### src/rtl/dsdac_mod.sv
// Delta-sigma modulator for the DCO integer bank: first-order or MASH 1-1
// error feedback on the fractional field of the loop-filter word, with optional LFSR dither.
module dsdac_mod #(
    parameter int IN_W   = 16,
    parameter int INT_W  = 6,
    parameter int FRAC_W = IN_W - INT_W,
    parameter int LFSR_W = 15
) (
    input  logic              clk_mod,
    input  logic              n_rst,
    input  logic              enable,
    input  logic [IN_W-1:0]   code_in,
    input  logic              code_valid,
    input  logic              order_sel,
    input  logic              dither_en,
    output logic [INT_W-1:0]  dco_code,
    output logic              sat
);

    localparam logic [LFSR_W-1:0]       LFSR_SEED = LFSR_W'(1);
    localparam logic signed [INT_W+1:0] T_MAX     = $signed({2'b00, {INT_W{1'b1}}});

    logic [IN_W-1:0]         code_reg;
    logic [FRAC_W-1:0]       acc1;
    logic [FRAC_W-1:0]       acc2;
    logic                    c2_d;
    logic [LFSR_W-1:0]       lfsr;

    logic [INT_W-1:0]        int_part;
    logic [FRAC_W-1:0]       frac;
    logic                    dith;
    logic [FRAC_W:0]         s1;
    logic [FRAC_W:0]         s2;
    logic                    c1;
    logic                    c2;
    logic signed [2:0]       y;
    logic signed [INT_W+1:0] t;
    logic [INT_W-1:0]        dco_nxt;
    logic                    sat_nxt;
    logic [LFSR_W-1:0]       lfsr_nxt;

    assign int_part = code_reg[IN_W-1:FRAC_W];
    assign frac     = code_reg[FRAC_W-1:0];
    assign dith     = dither_en & lfsr[0];

    // Accumulators wrap modulo 2^FRAC_W; the dropped MSB is the carry out.
    assign s1 = {1'b0, acc1} + {1'b0, frac} + {{FRAC_W{1'b0}}, dith};
    assign s2 = {1'b0, acc2} + {1'b0, s1[FRAC_W-1:0]};
    assign c1 = s1[FRAC_W];
    assign c2 = s2[FRAC_W];

    assign lfsr_nxt = {lfsr[LFSR_W-2:0], lfsr[LFSR_W-1] ^ lfsr[LFSR_W-2]};

    always_comb begin
        y = $signed({2'b00, c1});
        if (order_sel) begin
            y = $signed({2'b00, c1}) + $signed({2'b00, c2}) - $signed({2'b00, c2_d});
        end
    end

    assign t = $signed({2'b00, int_part}) + $signed({{(INT_W-1){y[2]}}, y});

    always_comb begin
        dco_nxt = t[INT_W-1:0];
        sat_nxt = 1'b0;
        if (t[INT_W+1]) begin
            dco_nxt = '0;
            sat_nxt = 1'b1;
        end else if (t > T_MAX) begin
            dco_nxt = '1;
            sat_nxt = 1'b1;
        end
    end

    // Code capture is independent of enable so the loop filter can preload while paused.
    always_ff @(posedge clk_mod or negedge n_rst) begin
        if (!n_rst) begin
            code_reg <= '0;
        end else if (code_valid) begin
            code_reg <= code_in;
        end
    end

    always_ff @(posedge clk_mod or negedge n_rst) begin
        if (!n_rst) begin
            acc1     <= '0;
            acc2     <= '0;
            c2_d     <= 1'b0;
            lfsr     <= LFSR_SEED;
            dco_code <= '0;
            sat      <= 1'b0;
        end else if (enable) begin
            acc1     <= s1[FRAC_W-1:0];
            lfsr     <= lfsr_nxt;
            dco_code <= dco_nxt;
            sat      <= sat_nxt;
            if (order_sel) begin
                acc2 <= s2[FRAC_W-1:0];
                c2_d <= c2;
            end else begin
                // Keep stage 2 clean so a later switch to MASH starts from zero.
                acc2 <= '0;
                c2_d <= 1'b0;
            end
        end
    end

endmodule

### config.mk
export PLATFORM = sky130hd
export DESIGN_NAME = dsdac_mod
export DESIGN_NICKNAME = d
export VERILOG_FILES = /design/src/rtl/dsdac_mod.sv
export SDC_FILE = /design/constraint.sdc
export NUM_CORES = 1
export LEC_CHECK = 0
export BUFFER_PORTS_ARGS = -buffer_cell sky130_fd_sc_hd__buf_2
export CAP_MARGIN = 20
export CORE_MARGIN = 8
export CORE_UTILIZATION = 48
export DETAILED_ROUTE_END_ITERATION = 7
export GPL_TIMING_DRIVEN = 0
export PLACE_DENSITY_LB_ADDON = 0.3
export SYNTH_ARGS = -nofsm -noshare
export SYNTH_HDL_FRONTEND = slang
export SYNTH_SLANG_ARGS = --single-unit
### constraint.sdc
create_clock -name clk_mod -period 5 [get_ports clk_mod]
set_input_delay 0.25 -clock clk_mod [delete_from_list [all_inputs] [get_ports clk_mod]]
set_output_delay 0.25 -clock clk_mod [all_outputs]
set_load 0.05 [all_outputs]
---- Word-level counts from Yosys, hierarchy flattened ----
Cells that the tools add are included.
Widths: inputs -> output; s select.
word-level totals
  input bits .............................. 22
  flip-flop bits (word level) ............. 59
cells by class
  $add $sub $neg .......................... 6
  bitwise gates (word level) .............. 2
  multiplexer cells ....................... 7
  order comparisons ....................... 1
operator list
  cell                count
  $add 10x10->11      2
  $mux 6              2
  $add 11x1->11       1
  $mux 10             1
  $add 7x3->8         1
  $gt 8x7->1 const B  1
  $mux 1              3
  $mux 3              1
  $sub 2x1->3         1
  $add 1x1->2         1
  $and 1x1->1         1
  $xor 1x1->1         1

---- Depth between registers and ports, before layout ----
Gate-level depths: netlist (run 1).
  depth after elaboration ................. 10
  mapped depth ............................ 26
  depth with buffers taken out ............ 26

---- Worst setup path after synthesis (run 1) ----
Ideal clock, no wire load.
  kind .................................... register to register
  start point ............................. reg lfsr[0]
  end point ............................... reg sat
  slack ................................... -0.227 ns
  stages on the path, launching flop included .. 27
  clock period less this slack ............ 5.227 ns
  data arrival time ....................... 5.091 ns
  path through ............................ dfstp_2 > nand2_1 > fa_1 > fa_1 > nor2b_1 > o21ai_0 > and2_1 > o21ai_0 > xor2_1 > ha_1 > nand4_1 > a21oi_1 > o21a_1 > o22ai_1 > ha_1 > inv_1 > ha_1 > inv_1 > ha_1 > nand2_2 > inv_2 > ha_1 > a21o_1 > a311o_1 > a311oi_2 > nor2b_1 > a21oi_1
on the way
  longest elaborated chain between the ends .. 10
ends and longest elaborated chain
  what                    RTL line  text
  start, declared         27        logic [LFSR_W-1:0] lfsr;
  start signal, assigned  94        lfsr <= lfsr_nxt;
  $and 1x1->1 (*)         44        assign dith = dither_en & lfsr[0];
  $add 11x1->11 (*)       47        assign s1 = {1'b0, acc1} + {1'b0, frac} + {{FRAC_W{1'b0}}, dith};
  via s1[6]               32        logic [FRAC_W:0] s1;
  $add 10x10->11 (*)      48        assign s2 = {1'b0, acc2} + {1'b0, s1[FRAC_W-1:0]};
  $add 1x1->2 (*)         57        y = $signed({2'b00, c1}) + $signed({2'b00, c2}) - $signed({2'b00, c2_d});
  $sub 2x1->3 (*)         57
  $mux 3 (*)              56        if (order_sel) begin
  $add 7x3->8 (*)         61        assign t = $signed({2'b00, int_part}) + $signed({{(INT_W-1){y[2]}}, y});
  $gt 8x7->1              69        end else if (t > T_MAX) begin
  $mux 1                  69
  $mux 1 (*)              66        if (t[INT_W+1]) begin
  end signal, assigned    96        sat <= sat_nxt;
  end, declared           17        output logic sat
Mark *: on every way through the listed nets, which the timed path passes. The rest lies on a longest branch.
A chain may end at the register's enable or synchronous reset.

---- Worst setup path in the final report (run 1) ----
Ends and elaborated chain as after synthesis.

==> results of run 1 <==
[synth_stat cells (all sizes together) (2+ instances only)]
library cell and number:
o2bb2ai 9, nand2 22, o21a 5, a21o 8
a21oi 22, or3 3, nor2b 9, o21ai 13
xnor2 10, nor2 20, a211oi 3, nand4 3
ha 29, o32ai 3, clkbuf 6, o2111a 2
dfrtp 58, mux2 31, fa 4, o21bai 2
inv 23, nand3 4, buf 3, o211ai 4
and2 2, a311oi 2, xor2 4, nor3 4
[what timing repair did]
item | 4_1_cts | 5_1_grt
pin swaps | 26 | 19
buffers inserted | 10 | 5
endpoints found under the hold margin | 23 | 0
endpoints found under the setup margin | 7 | 7
gates resized for setup | 24 | 12
hold buffers | 1 | 0
[worst min path at each step]
stage          depth (start not counted)   startpoint  slack [ns]            to
2_1_floorplan                          0        n_rst       -0.05       acc1[0]
3_3_place_gp                           3  code_in[15]        0.46  code_reg[15]
3_5_place_dp                           1        n_rst        0.26   code_reg[5]
4_1_cts                                3  code_in[15]        0.12  code_reg[15]
5_1_grt                                2   code_in[3]        0.12   code_reg[3]
6_report                               3   code_in[1]        0.13   code_reg[1]
[placed cells by master (no fill, tap or decap), types with 3 or more instances in the layout]
cell type  netlist  final
o211ai_1         4      4
fa_2             0      3
dfrtp_1         58     58
o2bb2ai_1        9      4
o21ai_0         12     10
nor2b_1          9      7
o32ai_1          3      3
clkbuf_8         0     11
ha_1            29     21
nand4_1          3      3
nor2_1          20     19
ha_2             0      4
xnor2_1         10      9
mux2_2          31     31
buf_2            3     29
inv_1           22     21
o2bb2ai_2        0      5
ha_4             0      4
nor3_1           4      4
nand3_1          3      3
clkbuf_1         6      9
buf_4            0     14
nand2_1         20     19
a21o_1           8      8
or3_1            3      3
o21a_1           5      5
a211oi_2         0      3
a21oi_1         22     20
[where the power goes]
| group | switching [mW] | internal [mW] | leakage, nW |
|---|---|---|---|
| registers | 0.110 | 0.664 | 0.710 |
| clock network | 0.192 | 0.258 | 0.101 |
| logic | 1.05 | 0.885 | 1.14 |
| total | 1.35 | 1.81 | 1.95 |
[logic make-up after synthesis]
family | count (synthesis) | share of synthesized area [%]
flops | 59 | 42.5
xor+xnor | 14 | 3.52
simple gates | 72 | 10.6
mux | 31 | 10.0
buf+inv | 32 | 3.56
fa+ha+maj | 33 | 12.7
compound gates | 85 | 17.1
[layer usage]
layer	routed length, um	GRT usage (%)	share of wire (%)	vias to the layer above
li1	-	-	-	1290
met1	3620	21.4	47	1321
met2	3630	25.4	47	68
met3	431	4.42	5.5	9
met4	91	5.84	1.2	0
met5	0	0	0	-
[cell type report]
| class | instances | area [um2] | area share [%] |
|---|---|---|---|
| Multi-Input combinational cell | 235 | 2070 | 48.4 |
| Sequential cell | 59 | 1480 | 34.6 |
| Timing Repair Buffer | 43 | 277 | 6.47 |
| Clock buffer | 14 | 163 | 3.81 |
| Tap cell | 99 | 124 | 2.90 |
| Inverter | 23 | 91.3 | 2.14 |
| Buffer | 9 | 37.5 | 0.878 |
| Clock inverter | 2 | 35.0 | 0.820 |
[through the flow]
| stage | setup TNS [ns] | setup slack (ns) |
|---|---|---|
| after floorplan | 0 | 0.00498 |
| after global placement | -3.59 | -0.525 |
| after detailed placement | -4.14 | -0.615 |
| after CTS | -1.11 | -0.172 |
| after global routing | -3.10 | -0.475 |
| final | -1.87 | -0.292 |
[critical path, cell delays in order (launching register included)]
cell      delay (ns)
dfstp_2         0.55
nand2_2         0.05
fa_2            0.35
fa_2            0.36
nor2b_2         0.14
o21ai_2         0.07
and2_4          0.19
o21ai_4         0.18
xor2_2          0.26
ha_4            0.20
nand4_1         0.12
a21oi_2         0.17
o21a_1          0.18
o22ai_2         0.09
ha_1            0.28
inv_1           0.07
ha_2            0.17
inv_2           0.04
ha_4            0.17
nand2_4         0.08
inv_6           0.05
buf_6           0.11
ha_4            0.27
o211ai_1        0.13
o2111a_1        0.26
a311oi_2        0.31
nor2b_2         0.24
a21oi_2         0.07
==> metrics, run 1 <==
via count=2688; WHS=0.128 ns; Worst setup EP type=flip-flop; clock latency on the worst-skew pair=0.34 ns; R2R depth=27; worst setup margin=-0.292 ns; Via density=about 5.6; R2R Path End=sat; Final Max Slew Viols=0; Slew HR=roughly three fifths; register area share after synthesis=42.5%; pwr dens=739 mW/mm2; Max VDD drop=402 uV; largest net degree at the start of global routing=37; crit path capture=sat; DIE AREA=between 0.01 and 0.015 mm2; Post-DP Area=0.00379 mm2; Final Power=3.16 mW; r2r setup slk=-0.29 ns; post-synthesis cell count=326; largest fanout on the critical path=7; min Tclk post-route=5.29 ns; n_diodes=0; clock root buffer=clkbuf_8; WL final=about 8000 um; IO Port Bufs=26; max reg flops=16; Cells after DPL=452; area grow syn2layout=22.9%; critical path startpoint category=flip-flop; clock tree buffer depth=2; Num CTS Buffers=9; count of cell types in the netlist=51; initial core utilization=48.7%; Site Rows=31; Arr. time, crit path=5.50 ns; final hold viol count=0; vias in the first global route=2683; Pre-antenna DRT Iters=4; Pleak=1.95 nW; syn nets=381; EDFF count, synth=0; final instance area=0.00427 mm2; Post-Layout Cell Count=484; total track usage=16.4%; outcome=finished, violations left; synthesized area per cell=10.7 um2; Reg clk slew, reported paths=about 0.060 ns; Max Freq=~190 MHz; core area=0.00714 mm2; Final HPWL DP=5530 um; Yosys top cell area share=a little over two fifths; R2R Path Start=lfsr[0]; synth warn=0; number of max-cap violations=0; drc violations=0; worst slew pin tran=0.600 ns; top post-synthesis cells by area=dfrtp_1 42%, ha_1 10%, mux2_2 10%; CP required=between 5 and 6 ns; Fillers=589; Detail Route Antenna Nets=0; Final #Nets=435; crit path from=lfsr[0]; layout cells sized above 1=34.8%; DRT iter0 DRCs=approximately 170; CTS tree=built; first-pass GRT wire length=between 10000 and 15000 um; CTS Sinks=59; WL/cell=16.0 um; total congestion overflow=0; Synth Flop Type=dfrtp_1; htree depth=3; Die Y=101 um; Finished Core Util=59.9%; RSZ-0062 raised after global routing=yes; cell taking the most area after synthesis=dfrtp_1; Routability Congestion=0.803; final period utilization=106%; Crit Path Category=reg -> reg; antenna violations before repair=0; final setup skew=0.00835 ns; flops & latches, synth=59; worst hold-check path type=in -> reg; Async S/R FF share, synth=100%; DIE WIDTH=101 um; Mapped Area=0.00348 mm2; Setup violations, final=7; top-level I/O count=29; failing checks=negative setup slack
No activity file was read; power rests on OpenSTA's default activity.
==> run 2, diff against run 1 <==
Settings changed: ABC_AREA set to 1.
==> run 2 against run 1 <==
Effect of this change:
- the flow now finishes without violations
- via count grew 12%
- first-iteration DRC count is 43% lower
- wire length grew 7.0%
- critical path type unchanged
- largest cell class unchanged
==> metrics, run 2 <==
layout cells sized above 1=23.9%; Reg clk slew, reported paths=0.08 ns; final period utilization=96.6%; antenna violations before repair=0; largest fanout on the critical path=8; register area share after synthesis=between 40% and 50%; Async S/R FF share, synth=100%; final hold viol count=0; syn nets=484; final setup skew=0.00921 ns; most frequent cell after synthesis=nand2_1; Via density=5.18; count of cell types in the netlist=33; Num CTS Buffers=9; worst setup margin=roughly 0.17 ns; Final #Nets=~530; first-pass GRT wire length=approximately 14000 um; htree depth=3; flops & latches, synth=59; CP required=5.25 ns; clock root buffer=clkbuf_8; core area=around 0.007 mm2; top post-synthesis cells by area=dfrtp_1 41%, nand2_1 15%, ha_1 10%; number of max-cap violations=0; Pre-antenna DRT Iters=5; Site Rows=31; max reg flops=16; Routability Congestion=0.905; WL/cell=14.3 um; via count=~3000; DIE AREA=0.0104 mm2; Final Power=about 2.9 mW; largest stage delay on the critical path=roughly 0.56 ns; final instance area=0.00428 mm2; Setup WS pre-CTS=-0.255 ns; critical path's most frequent cell=nand2_1; Detail Route Antenna Nets=0; Mapped Area=approximately 0.0035 mm2; post-synthesis cell count=429; cell taking the most area after synthesis=dfrtp_1; vias in the first global route=~3000; Slew HR=65.8%; clock latency on the worst-skew pair=0.35 ns; Final HPWL DP=approximately 5700 um; Synth Flop Type=dfrtp_1; DIE WIDTH=102 um; largest net degree at the start of global routing=41; total track usage=16.6%; outcome=finished clean; worst slew pin tran=0.514 ns; CTS tree=built; DRT iter0 DRCs=96; n_diodes=0; Pleak=approximately 2.2 nW; Die Y=102 um; Crit Path Category=reg -> reg; most common library cells after synthesis=143 x nand2_1, 58 x dfrtp_1, 49 x inv_1; Max Freq=207 MHz; IO Port Bufs=26; most common cell after layout, fill and taps aside=nand2_1; critical path startpoint category=flip-flop; top-level I/O count=29; EDFF count, synth=0; CP max-delay cell=dfstp_2; total congestion overflow=0; Setup violations, final=0; Worst setup EP type=flip-flop; min Tclk post-route=4.83 ns; synthesized area per cell=8.25 um2; initial core utilization=49.0%; drc violations=0; synth warn=0; Post-DP Area=0.00381 mm2; RSZ-0062 raised after global routing=yes; Yosys top cell area share=41.0%; Arr. time, crit path=just over 5 ns; pwr dens=684 mW/mm2; WL final=8310 um; area grow syn2layout=20.9%; Finished Core Util=59.3%; commonest non-fill, non-tap cells in the layout=133 x nand2_1, 58 x dfrtp_1, 46 x inv_1, 32 x buf_2, 30 x o21ai_0; worst hold-check path type=in -> reg; CTS Sinks=a little under 60; WHS=0.111 ns; clock tree buffer depth=2; Final Max Slew Viols=0; Max VDD drop=345 uV
==> run 2: cell types whose count changed after synthesis, sizes merged, moves of 6 or more <==
cell     delta
xnor2       -6
o2bb2ai     -9
mux2       -18
inv        +27
nor2b       -9
o21ai      +19
nor2        -6
a21o        -8
nand2     +125
nand3      +20
==> run 2: report_power, final <==
group / total [mW] / leakage, nW / internal [mW] / switching, mW
combinational: 1.72 / 1.36 / 0.675 / 1.04
clock: 0.498 / 0.114 / 0.284 / 0.214
sequential: 0.707 / 0.734 / 0.622 / 0.0853
total: 2.92 / 2.21 / 1.58 / 1.34
==> run 2: metrics by stage <==
step / cells / TNS [ns]
finish: 580 / 0
CTS: 574 / 0
global placement: 554 / -0.991
detailed placement: 555 / -1.68
global route: 580 / -0.500
floorplan: 429 / 0
==> run 2: final cells by class <==
| type | count | area, um2 |
|---|---|---|
| inverters | 50 | 195 |
| well taps | 99 | 124 |
| repair buffers | 36 | 220 |
| clock inverters | 7 | 100 |
| flip-flops and latches | 59 | 1480 |
| multi-input cells | 311 | 1990 |
| plain buffers | 9 | 45.0 |
| clock buffers | 9 | 124 |
| fillers | 629 | 2940 |
==> run 2: worst max-delay path: cells and delay by family, from the launching register on <==
| kind | cells | cell delay, ns |
|---|---|---|
| adders and majority gates | 7 | 1.92 |
| and+or+nand+nor | 16 | 1.45 |
| DFF | 1 | 0.56 |
| buffers and inverters | 6 | 0.33 |
| AOI/OAI and AO/OA | 2 | 0.30 |
| xor gates and xnor gates | 1 | 0.17 |
==> run 2: per-layer routing <==
layer | GRT usage (%) | share of wire [%] | up-vias
met1 | 20.7 | 44 | 1443
met4 | 5.53 | 1.8 | 0
met2 | 28.0 | 51 | 67
met3 | 3.41 | 3.9 | 17
li1 | - | - | 1476
met5 | 0 | 0 | -
==> run 2: cell families (layout without fill, tap and decap cells) <==
kind of cell | count (synthesis) | after routing | synth area share (%)
AND/OR/NAND/NOR | 194 | 194 | 22.9
AO/OA/AOI/OAI | 61 | 61 | 9.66
flip-flops | 59 | 59 | 41.8
buffers and inverters | 59 | 111 | 6.58
adder cells (fa/ha/maj) | 33 | 33 | 12.5
multiplexers | 13 | 13 | 4.14
XOR/XNOR | 10 | 10 | 2.48
==> run 2: worst paths after layout <==
path | start | endpoint | slack [ns] | cells after the start
setup / recovery | lfsr[0] | dco_code[2] | 0.17 | 32
hold / removal | code_in[15] | code_reg[15] | 0.11 | 3
setup reg to reg | lfsr[0] | dco_code[2] | 0.17 | 32
hold reg to reg | dco_code[2] | dco_code[2] | 0.48 | 2
max in group asynchronous | n_rst | lfsr[0] | 3.95 | 3
min in group asynchronous | n_rst | code_reg[6] | 0.40 | 2
==> run 2: timing repair <==
item	in CTS	in global routing
buffers inserted	2	6
pin swaps	3	19
endpoints found under the hold margin	19	0
hold buffers	1	0
endpoints found under the setup margin	7	7
cloned	0	0
gates resized for setup	12	27
==> run 3, diff against run 2 <==
Settings changed: BUFFER_PORTS_ARGS -buffer_cell sky130_fd_sc_hd__buf_2 to unset, DONT_BUFFER_PORTS set to 1.
==> run 3 against run 2 <==
Effect of this change:
- clock power down 11%
- sequential cell count unchanged
- sequential power up 15%
- critical path type unchanged
- critical endpoint is now dco_code[0]
==> metrics, run 3 (synthesized netlist as in run 2, its figures left out) <==
outcome=finished clean; Die Y=102 um; total track usage=16.0%; largest fanout on the critical path=6; Detail Route Antenna Nets=0; DRT iter0 DRCs=roughly 120; WL final=7670 um; worst slew pin tran=0.535 ns; vias in the first global route=~2800; via count=2832; Worst Hold Launch=code_in[1]; Site Rows=31; Max Freq=209 MHz; Finished Core Util=58.3%; CTS tree=built; total congestion overflow=0; DIE AREA=0.0104 mm2; final setup skew=just under 0.01 ns; delay-heaviest family, CP=adder cells; Pre-antenna DRT Iters=5; layout cells sized above 1=22.5%; Final Max Slew Viols=0; Pleak=2.12 nW; setup_tns=0 ns; initial core utilization=49.0%; pwr dens=681 mW/mm2; drc violations=0; most common cell after layout, fill and taps aside=nand2_1; CP Buf/Inv Count=7; final period utilization=95.8%; CTS Sinks=between 50 and 60; clock latency on the worst-skew pair=roughly 0.35 ns; Num CTS Buffers=9; final instance area=0.00420 mm2; CP max-delay cell=dfstp_2; n_diodes=0; area grow syn2layout=18.9%; Setup WS pre-CTS=-0.216 ns; min Tclk post-route=around 4.8 ns; worst hold-check path type=in -> reg; Routability Congestion=0.867; crit path from=lfsr[0]; R2R Path Start=lfsr[0]; first-pass GRT wire length=between 10000 and 15000 um; antenna violations before repair=0; largest stage delay on the critical path=0.56 ns; Post-Layout Cell Count=~560; WL/cell=13.8 um; htree depth=3; critical path startpoint category=flip-flop; Final Power=2.86 mW; Worst setup EP type=flip-flop; commonest non-fill, non-tap cells in the layout=130 x nand2_1, 58 x dfrtp_1, 44 x inv_1, 30 x o21ai_0; DIE WIDTH=102 um; critical path's most frequent cell=nand2_2; Max VDD drop=332 uV; Crit Path Category=reg -> reg; max reg flops=16; Post-DP Area=0.00366 mm2; clock tree buffer depth=2; Reg clk slew, reported paths=0.07 ns; worst setup margin=between 0.2 and 0.25 ns; Slew HR=64.3%; Via density=approximately 5.1; largest net degree at the start of global routing=60; Arr. time, crit path=about 5.0 ns; final hold viol count=0; Cells after DPL=528; Final HPWL DP=5430 um; clock root buffer=clkbuf_8; Setup violations, final=0; IO Port Bufs=0; WHS=0.0344 ns; top-level I/O count=29; Final #Nets=508; number of max-cap violations=0; CP required=between 5 and 6 ns; core area=0.00721 mm2
-- run 3: worst paths after layout --
| kind | slack, ns | depth (start not counted) | to |
|---|---|---|---|
| max | 0.21 | 30 | dco_code[0] |
| min | 0.03 | 2 | code_reg[1] |
| max reg2reg | 0.21 | 30 | dco_code[0] |
| min reg2reg | 0.48 | 2 | lfsr[1] |
| max in group asynchronous | 4.26 | 2 | lfsr[0] |
| min in group asynchronous | 0.45 | 2 | acc2[8] |
-- run 3: power breakdown --
part           leakage (nW)  internal, mW  switching [mW]  total (mW)
Clock                0.0998         0.233           0.209       0.442
Combinational          1.29         0.684           0.925        1.61
Sequential            0.734         0.620           0.191       0.811
Total                  2.12          1.54            1.32        2.86
-- run 3: final cells by class --
type | instances | area (um2)
flip-flops and latches | 59 | 1480
multi-input cells | 311 | 2040
repair buffers | 13 | 124
fillers | 638 | 3010
inverters | 50 | 193
plain buffers | 9 | 45.0
clock buffers | 9 | 124
well taps | 99 | 124
clock inverters | 7 | 77.6
-- run 3: timing repair --
action	in CTS	in global routing
hold endpoints to repair	59	0
setup buffers	4	7
hold buffers	2	0
pin swaps	4	28
resized for setup	10	40
cloned	0	0
setup endpoints to repair	7	7
-- run 3: metal layers --
metal  vias up  wire [um]  global-route usage, %  share of wire [%]
met5         -          0                      0                  0
met4         0         97                   6.55                1.3
met3         9        344                   4.29                4.5
met2        55       3730                   25.3                 49
met1      1337       3490                   20.1                 46
li1       1431          -                      -                  -
